===== src/rtl/led_strand_driver_if.sv =====
`default_nettype none
// ============================================================================
// Module   : led_strand_driver_if
// Purpose  : Colour request/response bundle between the colour source and the
//            strand driver (source = master, driver = slave).
// Revision : 1.0 - initial release
// ============================================================================
interface led_strand_driver_if #(
    parameter int LED_ADDRESS_WIDTH = 6
);
    logic [7:0]                 green_in;
    logic [7:0]                 red_in;
    logic [7:0]                 blue_in;
    logic                       color_valid;
    logic [LED_ADDRESS_WIDTH:0] next_led_request;

    modport master (
        output green_in,
        output red_in,
        output blue_in,
        output color_valid,
        input  next_led_request
    );

    modport slave (
        input  green_in,
        input  red_in,
        input  blue_in,
        input  color_valid,
        output next_led_request
    );
endinterface
`default_nettype wire


===== src/rtl/led_strand_driver.sv =====
`default_nettype none
// ============================================================================
// Module   : led_strand_driver
// Purpose  : Serialises GRB words MSB-first onto a WS2811/WS2812 single-wire
//            line, requesting colours by LED index and latching each frame.
// Revision : 1.0 - initial release
// ============================================================================
module led_strand_driver #(
    parameter int NUM_LEDS          = 50,
    parameter int LED_ADDRESS_WIDTH = 6,
    parameter int T0H_CYCLES        = 40,
    parameter int T0L_CYCLES        = 85,
    parameter int T1H_CYCLES        = 80,
    parameter int T1L_CYCLES        = 45,
    parameter int RESET_CYCLES      = 6000
) (
    input  wire logic          clk,
    input  wire logic          rst,
    led_strand_driver_if.slave bus,
    output logic               strand_out,
    output logic               frame_done
);

    localparam int c_REQ_W    = LED_ADDRESS_WIDTH + 1;
    localparam int c_MAX_HIGH = (T0H_CYCLES > T1H_CYCLES) ? T0H_CYCLES : T1H_CYCLES;
    localparam int c_MAX_LOW  = (T0L_CYCLES > T1L_CYCLES) ? T0L_CYCLES : T1L_CYCLES;
    localparam int c_MAX_BIT  = (c_MAX_HIGH > c_MAX_LOW) ? c_MAX_HIGH : c_MAX_LOW;
    localparam int c_MAX_CYC  = (c_MAX_BIT > RESET_CYCLES) ? c_MAX_BIT : RESET_CYCLES;
    localparam int c_CNT_W    = $clog2(c_MAX_CYC) + 1;

    localparam logic [c_CNT_W-1:0] c_T0H     = c_CNT_W'(T0H_CYCLES);
    localparam logic [c_CNT_W-1:0] c_T0L     = c_CNT_W'(T0L_CYCLES);
    localparam logic [c_CNT_W-1:0] c_T1H     = c_CNT_W'(T1H_CYCLES);
    localparam logic [c_CNT_W-1:0] c_T1L     = c_CNT_W'(T1L_CYCLES);
    localparam logic [c_CNT_W-1:0] c_RESET   = c_CNT_W'(RESET_CYCLES);
    localparam logic [c_CNT_W-1:0] c_CNT_ONE = c_CNT_W'(1);
    localparam logic [c_REQ_W-1:0] c_LAST    = c_REQ_W'(NUM_LEDS - 1);
    localparam logic [c_REQ_W-1:0] c_REQ_ONE = c_REQ_W'(1);
    localparam logic [4:0]         c_MSB_IDX = 5'd23;
    localparam logic [4:0]         c_IDX_ONE = 5'd1;

    localparam logic [1:0] c_WAIT_COLOR = 2'd0;
    localparam logic [1:0] c_SEND_HIGH  = 2'd1;
    localparam logic [1:0] c_SEND_LOW   = 2'd2;
    localparam logic [1:0] c_LATCH      = 2'd3;

    generate
        if (T0H_CYCLES < 2 || T0L_CYCLES < 2 || T1H_CYCLES < 2 || T1L_CYCLES < 2 ||
            RESET_CYCLES < 2 || NUM_LEDS < 1 || NUM_LEDS > (2 ** c_REQ_W)) begin : g_bad_params
            $error("led_strand_driver: illegal parameter combination");
        end
    endgenerate

    logic [1:0]         state_q,   state_d;
    logic [c_CNT_W-1:0] cnt_q,     cnt_d;
    logic [23:0]        shift_q,   shift_d;
    logic [4:0]         bit_idx_q, bit_idx_d;
    logic [c_REQ_W-1:0] req_q,     req_d;
    logic               strand_q,  strand_d;
    logic               frame_done_q, frame_done_d;

    logic w_cur_bit;
    logic w_next_bit;
    logic w_cnt_last;

    assign w_cur_bit  = shift_q[bit_idx_q];
    assign w_next_bit = shift_q[bit_idx_q - c_IDX_ONE];
    assign w_cnt_last = (cnt_q == c_CNT_ONE);

    always_ff @(posedge clk) begin
        if (!rst) begin
            state_q      <= c_WAIT_COLOR;
            cnt_q        <= '0;
            shift_q      <= '0;
            bit_idx_q    <= '0;
            req_q        <= '0;
            strand_q     <= 1'b0;
            frame_done_q <= 1'b0;
        end else begin
            state_q      <= state_d;
            cnt_q        <= cnt_d;
            shift_q      <= shift_d;
            bit_idx_q    <= bit_idx_d;
            req_q        <= req_d;
            strand_q     <= strand_d;
            frame_done_q <= frame_done_d;
        end
    end

    // Each timed state is entered with its full length loaded and leaves when the count reaches 1.
    always_comb begin
        state_d   = state_q;
        cnt_d     = cnt_q;
        shift_d   = shift_q;
        bit_idx_d = bit_idx_q;
        req_d     = req_q;
        case (state_q)
            c_WAIT_COLOR: begin
                if (bus.color_valid) begin
                    shift_d   = {bus.green_in, bus.red_in, bus.blue_in};
                    bit_idx_d = c_MSB_IDX;
                    cnt_d     = bus.green_in[7] ? c_T1H : c_T0H;
                    state_d   = c_SEND_HIGH;
                end
            end
            c_SEND_HIGH: begin
                if (w_cnt_last) begin
                    cnt_d   = w_cur_bit ? c_T1L : c_T0L;
                    state_d = c_SEND_LOW;
                end else begin
                    cnt_d = cnt_q - c_CNT_ONE;
                end
            end
            c_SEND_LOW: begin
                if (!w_cnt_last) begin
                    cnt_d = cnt_q - c_CNT_ONE;
                end else if (bit_idx_q != 5'd0) begin
                    bit_idx_d = bit_idx_q - c_IDX_ONE;
                    cnt_d     = w_next_bit ? c_T1H : c_T0H;
                    state_d   = c_SEND_HIGH;
                end else if (req_q < c_LAST) begin
                    req_d   = req_q + c_REQ_ONE;
                    state_d = c_WAIT_COLOR;
                end else begin
                    cnt_d   = c_RESET;
                    state_d = c_LATCH;
                end
            end
            c_LATCH: begin
                if (w_cnt_last) begin
                    req_d   = '0;
                    state_d = c_WAIT_COLOR;
                end else begin
                    cnt_d = cnt_q - c_CNT_ONE;
                end
            end
            default: state_d = c_WAIT_COLOR;
        endcase
    end

    // Outputs are decoded from the next state so the line itself comes straight from a flop.
    always_comb begin
        strand_d     = (state_d == c_SEND_HIGH);
        frame_done_d = (state_d == c_LATCH) && (cnt_d == c_CNT_ONE);
    end

    assign strand_out           = strand_q;
    assign frame_done           = frame_done_q;
    assign bus.next_led_request = req_q;

endmodule
`default_nettype wire

===== src/flat_wrapper.sv =====
// flat-port wrapper written by rule: the top's interface ports become plain ports
module led_strand_driver_flat 
#(
    parameter int NUM_LEDS          = 50,
    parameter int LED_ADDRESS_WIDTH = 6,
    parameter int T0H_CYCLES        = 40,
    parameter int T0L_CYCLES        = 85,
    parameter int T1H_CYCLES        = 80,
    parameter int T1L_CYCLES        = 45,
    parameter int RESET_CYCLES      = 6000
)
  (clk, rst, strand_out, frame_done, bus_green_in, bus_red_in, bus_blue_in, bus_color_valid, bus_next_led_request);
  led_strand_driver_if #(.LED_ADDRESS_WIDTH(LED_ADDRESS_WIDTH)) bus_i ();
  input  wire logic clk;
  input  wire logic rst;
  output logic strand_out;
  output logic frame_done;
  input wire logic [$bits(bus_i.green_in)-1:0] bus_green_in;
  input wire logic [$bits(bus_i.red_in)-1:0] bus_red_in;
  input wire logic [$bits(bus_i.blue_in)-1:0] bus_blue_in;
  input wire logic [$bits(bus_i.color_valid)-1:0] bus_color_valid;
  output wire logic [$bits(bus_i.next_led_request)-1:0] bus_next_led_request;
  assign bus_i.green_in = bus_green_in;
  assign bus_i.red_in = bus_red_in;
  assign bus_i.blue_in = bus_blue_in;
  assign bus_i.color_valid = bus_color_valid;
  assign bus_next_led_request = bus_i.next_led_request;
  led_strand_driver #(.NUM_LEDS(NUM_LEDS), .LED_ADDRESS_WIDTH(LED_ADDRESS_WIDTH), .T0H_CYCLES(T0H_CYCLES), .T0L_CYCLES(T0L_CYCLES), .T1H_CYCLES(T1H_CYCLES), .T1L_CYCLES(T1L_CYCLES), .RESET_CYCLES(RESET_CYCLES)) u_core (.clk(clk), .rst(rst), .bus(bus_i), .strand_out(strand_out), .frame_done(frame_done));
endmodule

===== config.mk =====
export PLATFORM = sky130hd
export DESIGN_NAME = led_strand_driver_flat
export DESIGN_NICKNAME = d
export VERILOG_FILES = /design/src/rtl/led_strand_driver_if.sv /design/src/rtl/led_strand_driver.sv /design/src/flat_wrapper.sv
export SDC_FILE = /design/constraint.sdc
export NUM_CORES = 1
export LEC_CHECK = 0
export CAP_MARGIN = 25
export CORE_UTILIZATION = 51
export DETAILED_ROUTE_END_ITERATION = 6
export GPL_TIMING_DRIVEN = 0
export PLACE_DENSITY = 0.81
export SLEW_MARGIN = 20
export SYNTH_ARGS = -nofsm -noshare
export SYNTH_HDL_FRONTEND = slang
export SYNTH_SLANG_ARGS = --single-unit

===== constraint.sdc =====
create_clock -name clk -period 3.5 [get_ports clk]
set_clock_uncertainty 0.05 [all_clocks]
set_input_delay 0.35 -clock clk [delete_from_list [all_inputs] [get_ports clk]]
set_output_delay 0.35 -clock clk [all_outputs]
set_load 0.005 [all_outputs]

# Word level (Yosys, flattened, before mapping)
# Index checks and enable logic that the tools add are counted.
[word_totals] ff_bits=54 output_inout_bits=9 input_bits=27 elab_cells=64
[op_classes] n_reduce_logical=8 muxes=30 magnitude_cmp=3 add_sub_neg=3 n_eq_ne=13
[ops] cell="$mux W14" n=6
[ops] cell="$pmux W14 S4" n=1
[ops] cell="$mux W7" n=7
[ops] cell="$eq A14 B1 Y1 const B" n=2
[ops] cell="$mux W5" n=3
[ops] cell="$pmux W7 S2" n=1
[ops] cell="$sub A14 B1 Y14 const B" n=1
[ops] cell="$lt A5 B6 Y1 const B" n=2
[ops] cell="$mux W2" n=6
[ops] cell="$bmux W1 S5" n=2
[ops] cell="$pmux W5 S2" n=1
[ops] cell="$ne A2 B1 Y1 const B" n=4
[ops] cell="$pmux W2 S4" n=1
[ops] cell="$add A7 B1 Y7 const B" n=1
[ops] cell="$lt A7 B6 Y1 const B" n=1
[ops] cell="$eq A2 B2 Y1 const B" n=3
[ops] cell="$reduce_and A5 Y1" n=1
[ops] cell="$reduce_bool A5 Y1" n=1
[ops] cell="$sub A5 B1 Y5 const B" n=1
[ops] cell="$eq A2 B1 Y1 const B" n=2
[ops] cell="$ne A2 B2 Y1 const B" n=2
[ops] cell="$reduce_and A4 Y1" n=1
[ops] cell="$reduce_bool A2 Y1" n=2
[ops] cell="$logic_not A2 Y1" n=1
[ops] cell="3 further kinds" n=4

# Longest topological paths before layout
[depth] ltp_word=9 ltp_mapped=13

# Least setup slack after synthesis
# Ideal clock, no wire load.
[synth_timing] kind="register to register" from="register u_core.bit_idx_q[0]" to="register u_core.frame_done_q, in the netlist u_core.frame_done" path_slack_ns=0.083 stages_incl_launch_ff=13 path_buffers=3 arrival_ns=3.306 path_cell_list="dfxtp_1 clkbuf_1 buf_2 inv_1 ha_1 clkbuf_1 mux4_2 mux2_2 o32a_1 o21ai_1 o22ai_1 o311ai_0 and4_1"
[synth_via] elab_chain_cells=9
[synth_rtl] element="start, declared" line_no="led_strand_driver.sv:57" text="logic [4:0] bit_idx_q, bit_idx_d;"
[synth_rtl] element="start signal, assigned" line_no="led_strand_driver.sv:83" text="bit_idx_q <= bit_idx_d;"
[synth_rtl] element="$sub A5 B1 Y5" line_no="led_strand_driver.sv:67" text="assign w_next_bit = shift_q[bit_idx_q - c_IDX_ONE];"
[synth_rtl] element="$bmux W1 S5" line_no="led_strand_driver.sv:67"
[synth_rtl] element="$mux W1 (implied by the code)" line_no="led_strand_driver.sv:67"
[synth_rtl] element="$mux W7" line_no="led_strand_driver.sv:119" text="cnt_d = w_next_bit ? c_T1H : c_T0H;"
[synth_rtl] element="$mux W14" line_no="led_strand_driver.sv:117" text="end else if (bit_idx_q != 5'd0) begin"
[synth_rtl] element="$mux W14" line_no="led_strand_driver.sv:115" text="if (!w_cnt_last) begin"
[synth_rtl] element="$pmux W14 S4" line_no="led_strand_driver.sv:97" text="case (state_q)"
[synth_rtl] element="$eq A14 B1 Y1" line_no="led_strand_driver.sv:144" text="frame_done_d = (state_d == c_LATCH) && (cnt_d == c_CNT_ONE);"
[synth_rtl] element="$logic_and A1 B1 Y1 (*)" line_no="led_strand_driver.sv:144"
[synth_rtl] element="end signal, assigned" line_no="led_strand_driver.sv:86" text="frame_done_q <= frame_done_d;"
[synth_rtl] element="end, declared" line_no="led_strand_driver.sv:60" text="logic frame_done_q, frame_done_d;"
# Mark *: on every way between the ends. The rest lies on a longest branch, timed or not. The select of a mux whose other input is x is not followed.
# A chain may end at the register's enable or synchronous reset.

# Worst setup path in the final report
# Ends and elaborated chain as after synthesis.

==> summary.txt <==
Run status
  – Status: completed

Power and ir drop
  – Pwr Density: 438 mW/mm2
  – P_leak: 1.37 nW
  – Worst VDD drop: 0.213 mV
  – Total power draw: 1.66 mW

Clock tree
  – Clock transition at path regs: 0.10 ns
  – CTS tree: yes
  – Max Root-Sink Buffers: 2
  – Root Driver: clkbuf_8
  – Clock latency on the worst-skew pair: 0.31 ns
  – CTS Sinks: 54
  – # H-tree levels: 2
  – CTS Buf Count: 5

Layout
  – Nets: 458
  – Share of layout cells above drive strength 1: 13.3%
  – Area Overhead vs Synth: 18.5%
  – Fin area: 0.00379 mm2
  – Fin cells: 502
  – Reg area: 0.00108 mm2
  – Final core occ: 63.2%
  – Antenna cells: 0
  – Fillers: 541
  – Multi-input logic area: 0.00196 mm2

Hold path
  – Worst hold start: u_core.shift_q[19]
  – HP Class: flip-flop to flip-flop
  – Min-Delay Endpoint: u_core.shift_q[19]
  – Hold Path Cell Cnt: 2

STA
  – Final hold vios: 0
  – RSZ-0062 raised after global routing: false
  – Final Setup Violations: 0
  – Worst Tran Pin Value: 0.646 ns
  – Slew Limit Fails: 0
  – Fin Setup TNS: 0 ns
  – Worst slew margin: 56.5%
  – Peak Freq: 0.296 GHz
  – Clock period minus worst slack: 3.38 ns
  – Final Cycle Share: 96.6%

Logic synthesis
  – Sequential area share after synthesis: 33.8%
  – Async SR Flop Fraction: 0%
  – Synth Area in Compound Gates: 19.5%
  – Synth Area in Simple Gates: 26.3%
  – Mapped cell area: 0.00320 mm2
  – Syn avg cell area: 8.30 um2
  – Prevailing post-synth register cell: dfxtp_1
  – Synth unique cells: 70
  – Gate Count Post-Synth: 385
  – Register bit total from synthesis: 54
  – Syn nets: 417
  – Share of synthesized cell area in full adder, half adder and majority cells: 1.96%
  – Largest family of logic cells by synthesized area: simple AND/OR/NAND/NOR gates
  – Multiplexer area fraction after synthesis: 11.0%
  – Post-synth EDFFs: 0
  – Yosys warnings: 0
  – Synth Area in XOR/XNOR: 2.19%

Detailed routing
  – Post-DR wirelength/cell: 16.0 um
  – DRC Markers: 0
  – 1st-iter DRT viols: 261
  – Via Count: 3098
  – Drt via density: 6.17
  – Detail Route Antenna Nets: 0
  – DRT Pass-1 Iters: 6
  – Final wirelength: 8.06 mm

Floorplanning
  – Die ar.: 0.00659 mm2
  – IO Count: 36
  – Die width: 81.2 um
  – Row cnt: 28
  – Die Y: 81.2 um
  – Initial Util: 53.4%
  – Core area: 0.00599 mm2

Setup path
  – CP Cell Sequence: clkbuf_4, inv_1, ha_2, or4b_4, a311oi_4, a31oi_1, nor2_1, nor3_4, or3_1, nor4_1, and4_1
  – Worst Path Buf+Inv: 2
  – Reg-to-Reg Start: u_core.bit_idx_q[0]
  – CP Max Fanout: 10
  – Required time of the worst setup path: 3.71 ns
  – Reg2reg end: u_core.frame_done
  – CP Data Arrival Time: 3.59 ns
  – Slowest-stage cell, CP: or4b_4
  – Reg-to-reg slack, setup: 0.12 ns
  – Crit path max-delay family: simple AND/OR/NAND/NOR gates
  – Worst Setup End Kind: flip-flop
  – FF-to-FF path depth: 11
  – Critical path depth: 11
  – Critical path launch point type: flip-flop
  – Crit-path max cell delay: 0.54 ns
  – Critical path class: flip-flop to flip-flop

GRT
  – Largest net degree at the start of global routing: 18
  – Antenna violations before repair: 0
  – Overflow after GRT: 0
  – Gr usage total: 26.5%
  – First-pass GRT wire length: 13.4 mm
  – Vias in the first global route: 2864

Place
  – Dpl cells: 495
  – Gp weighted congestion: 0.955
  – Hpwl dp: 5.89 mm
  – Placed Instance Area: 0.00364 mm2
  – Buffers on Ports: 35

Run
  – Max-cap viol count: 0
## worst register-to-register path, stage by stage (launching register included)
cell	delay [ns]
dfxtp_2	0.39
clkbuf_4	0.23
inv_1	0.13
ha_2	0.30
or4b_4	0.55
a311oi_4	0.36
a31oi_1	0.16
nor2_1	0.20
nor3_4	0.05
or3_1	0.35
nor4_1	0.29
and4_1	0.27
## power by group
part	total [mW]	switching (mW)	internal, mW	leakage (nW)
sequential	0.706	0.0481	0.658	0.442
clock	0.453	0.218	0.236	0.0618
combinational	0.499	0.271	0.227	0.863
total	1.66	0.537	1.12	1.37
## cells in the final DEF, fill, tap and decap left out, types with 6 or more instances in the layout
cell type,instances
mux4_2,11
clkdlybuf4s50_1,35
clkbuf_8,6
clkbuf_1,12
o21ai_0,11
dfxtp_1,53
nand3_1,10
nor3_1,6
mux2i_1,6
a21oi_1,39
nor2_1,41
nand2_1,66
inv_1,11
## Yosys cell counts, drive strengths merged (6+ instances only)
cell,instances,area [um2]
inv,12,45.0
mux4,11,248
nor3,9,72.6
mux2i,6,60.1
nor4,6,58.8
clkbuf,15,56.3
dfxtp,54,1080
nor2,42,160
buf,8,67.6
nand2,67,254
a21oi,40,204
nand3,10,50.1
o21ai,15,75.1
## worst max-delay path by stage
stage / from / end
CTS: u_core.bit_idx_q[0] / u_core.frame_done
detailed placement: u_core.bit_idx_q[0] / u_core.frame_done
finish: u_core.bit_idx_q[0] / u_core.frame_done
global route: u_core.bit_idx_q[0] / u_core.frame_done
floorplan: u_core.bit_idx_q[0] / u_core.frame_done
global placement: u_core.bit_idx_q[0] / u_core.frame_done
## final cells by class
| type | instances | area share, % |
|---|---|---|
| clock buffers | 6 | 2.18 |
| clock inverters | 2 | 1.02 |
| flip-flops and latches | 54 | 28.6 |
| inverters | 12 | 1.19 |
| repair buffers | 37 | 9.65 |
| well taps | 75 | 2.48 |
| multi-input cells | 296 | 51.9 |
| plain buffers | 20 | 3.04 |
## flip-flops by register name, summed over array words and instances, names as in the netlist
register,flops
u_core.frame_done,1
u_core.cnt_q,14
u_core.state_q,2
u_core.strand_out,1
u_core.bit_idx_q,5
u_core.shift_q,24
u_core.bus.next_led_request,7
## through the flow
step                      setup slack, ns  hold slack, ns
after floorplan                    0.0825           0.393
after global placement             -0.473           0.407
after detailed placement           -0.506           0.415
after CTS                          0.0258           0.429
after global routing              0.00345           0.453
final                               0.119           0.426
## kinds of logic after synthesis
kind of cell / after synthesis
AND/OR/NAND/NOR: 166
AO/OA/AOI/OAI: 96
flip-flops: 54
buffers and inverters: 35
multiplexers: 21
XOR/XNOR: 8
adder cells (fa/ha/maj): 5
## what timing repair did
item,4_1_cts,5_1_grt
setup buffers,2,0
resized for setup,2,4
pin swaps,1,0
hold buffers,0,0
endpoints found under the setup margin,5,2
## metal layers
layer	vias up	routed length, um	global-route usage [%]
li1	1489	-	-
met1	1440	3710	37.1
met2	155	3560	39.7
met3	14	672	6.63
met4	0	109	8.75
met5	-	0	0
(Power assumes the default switching activity.)
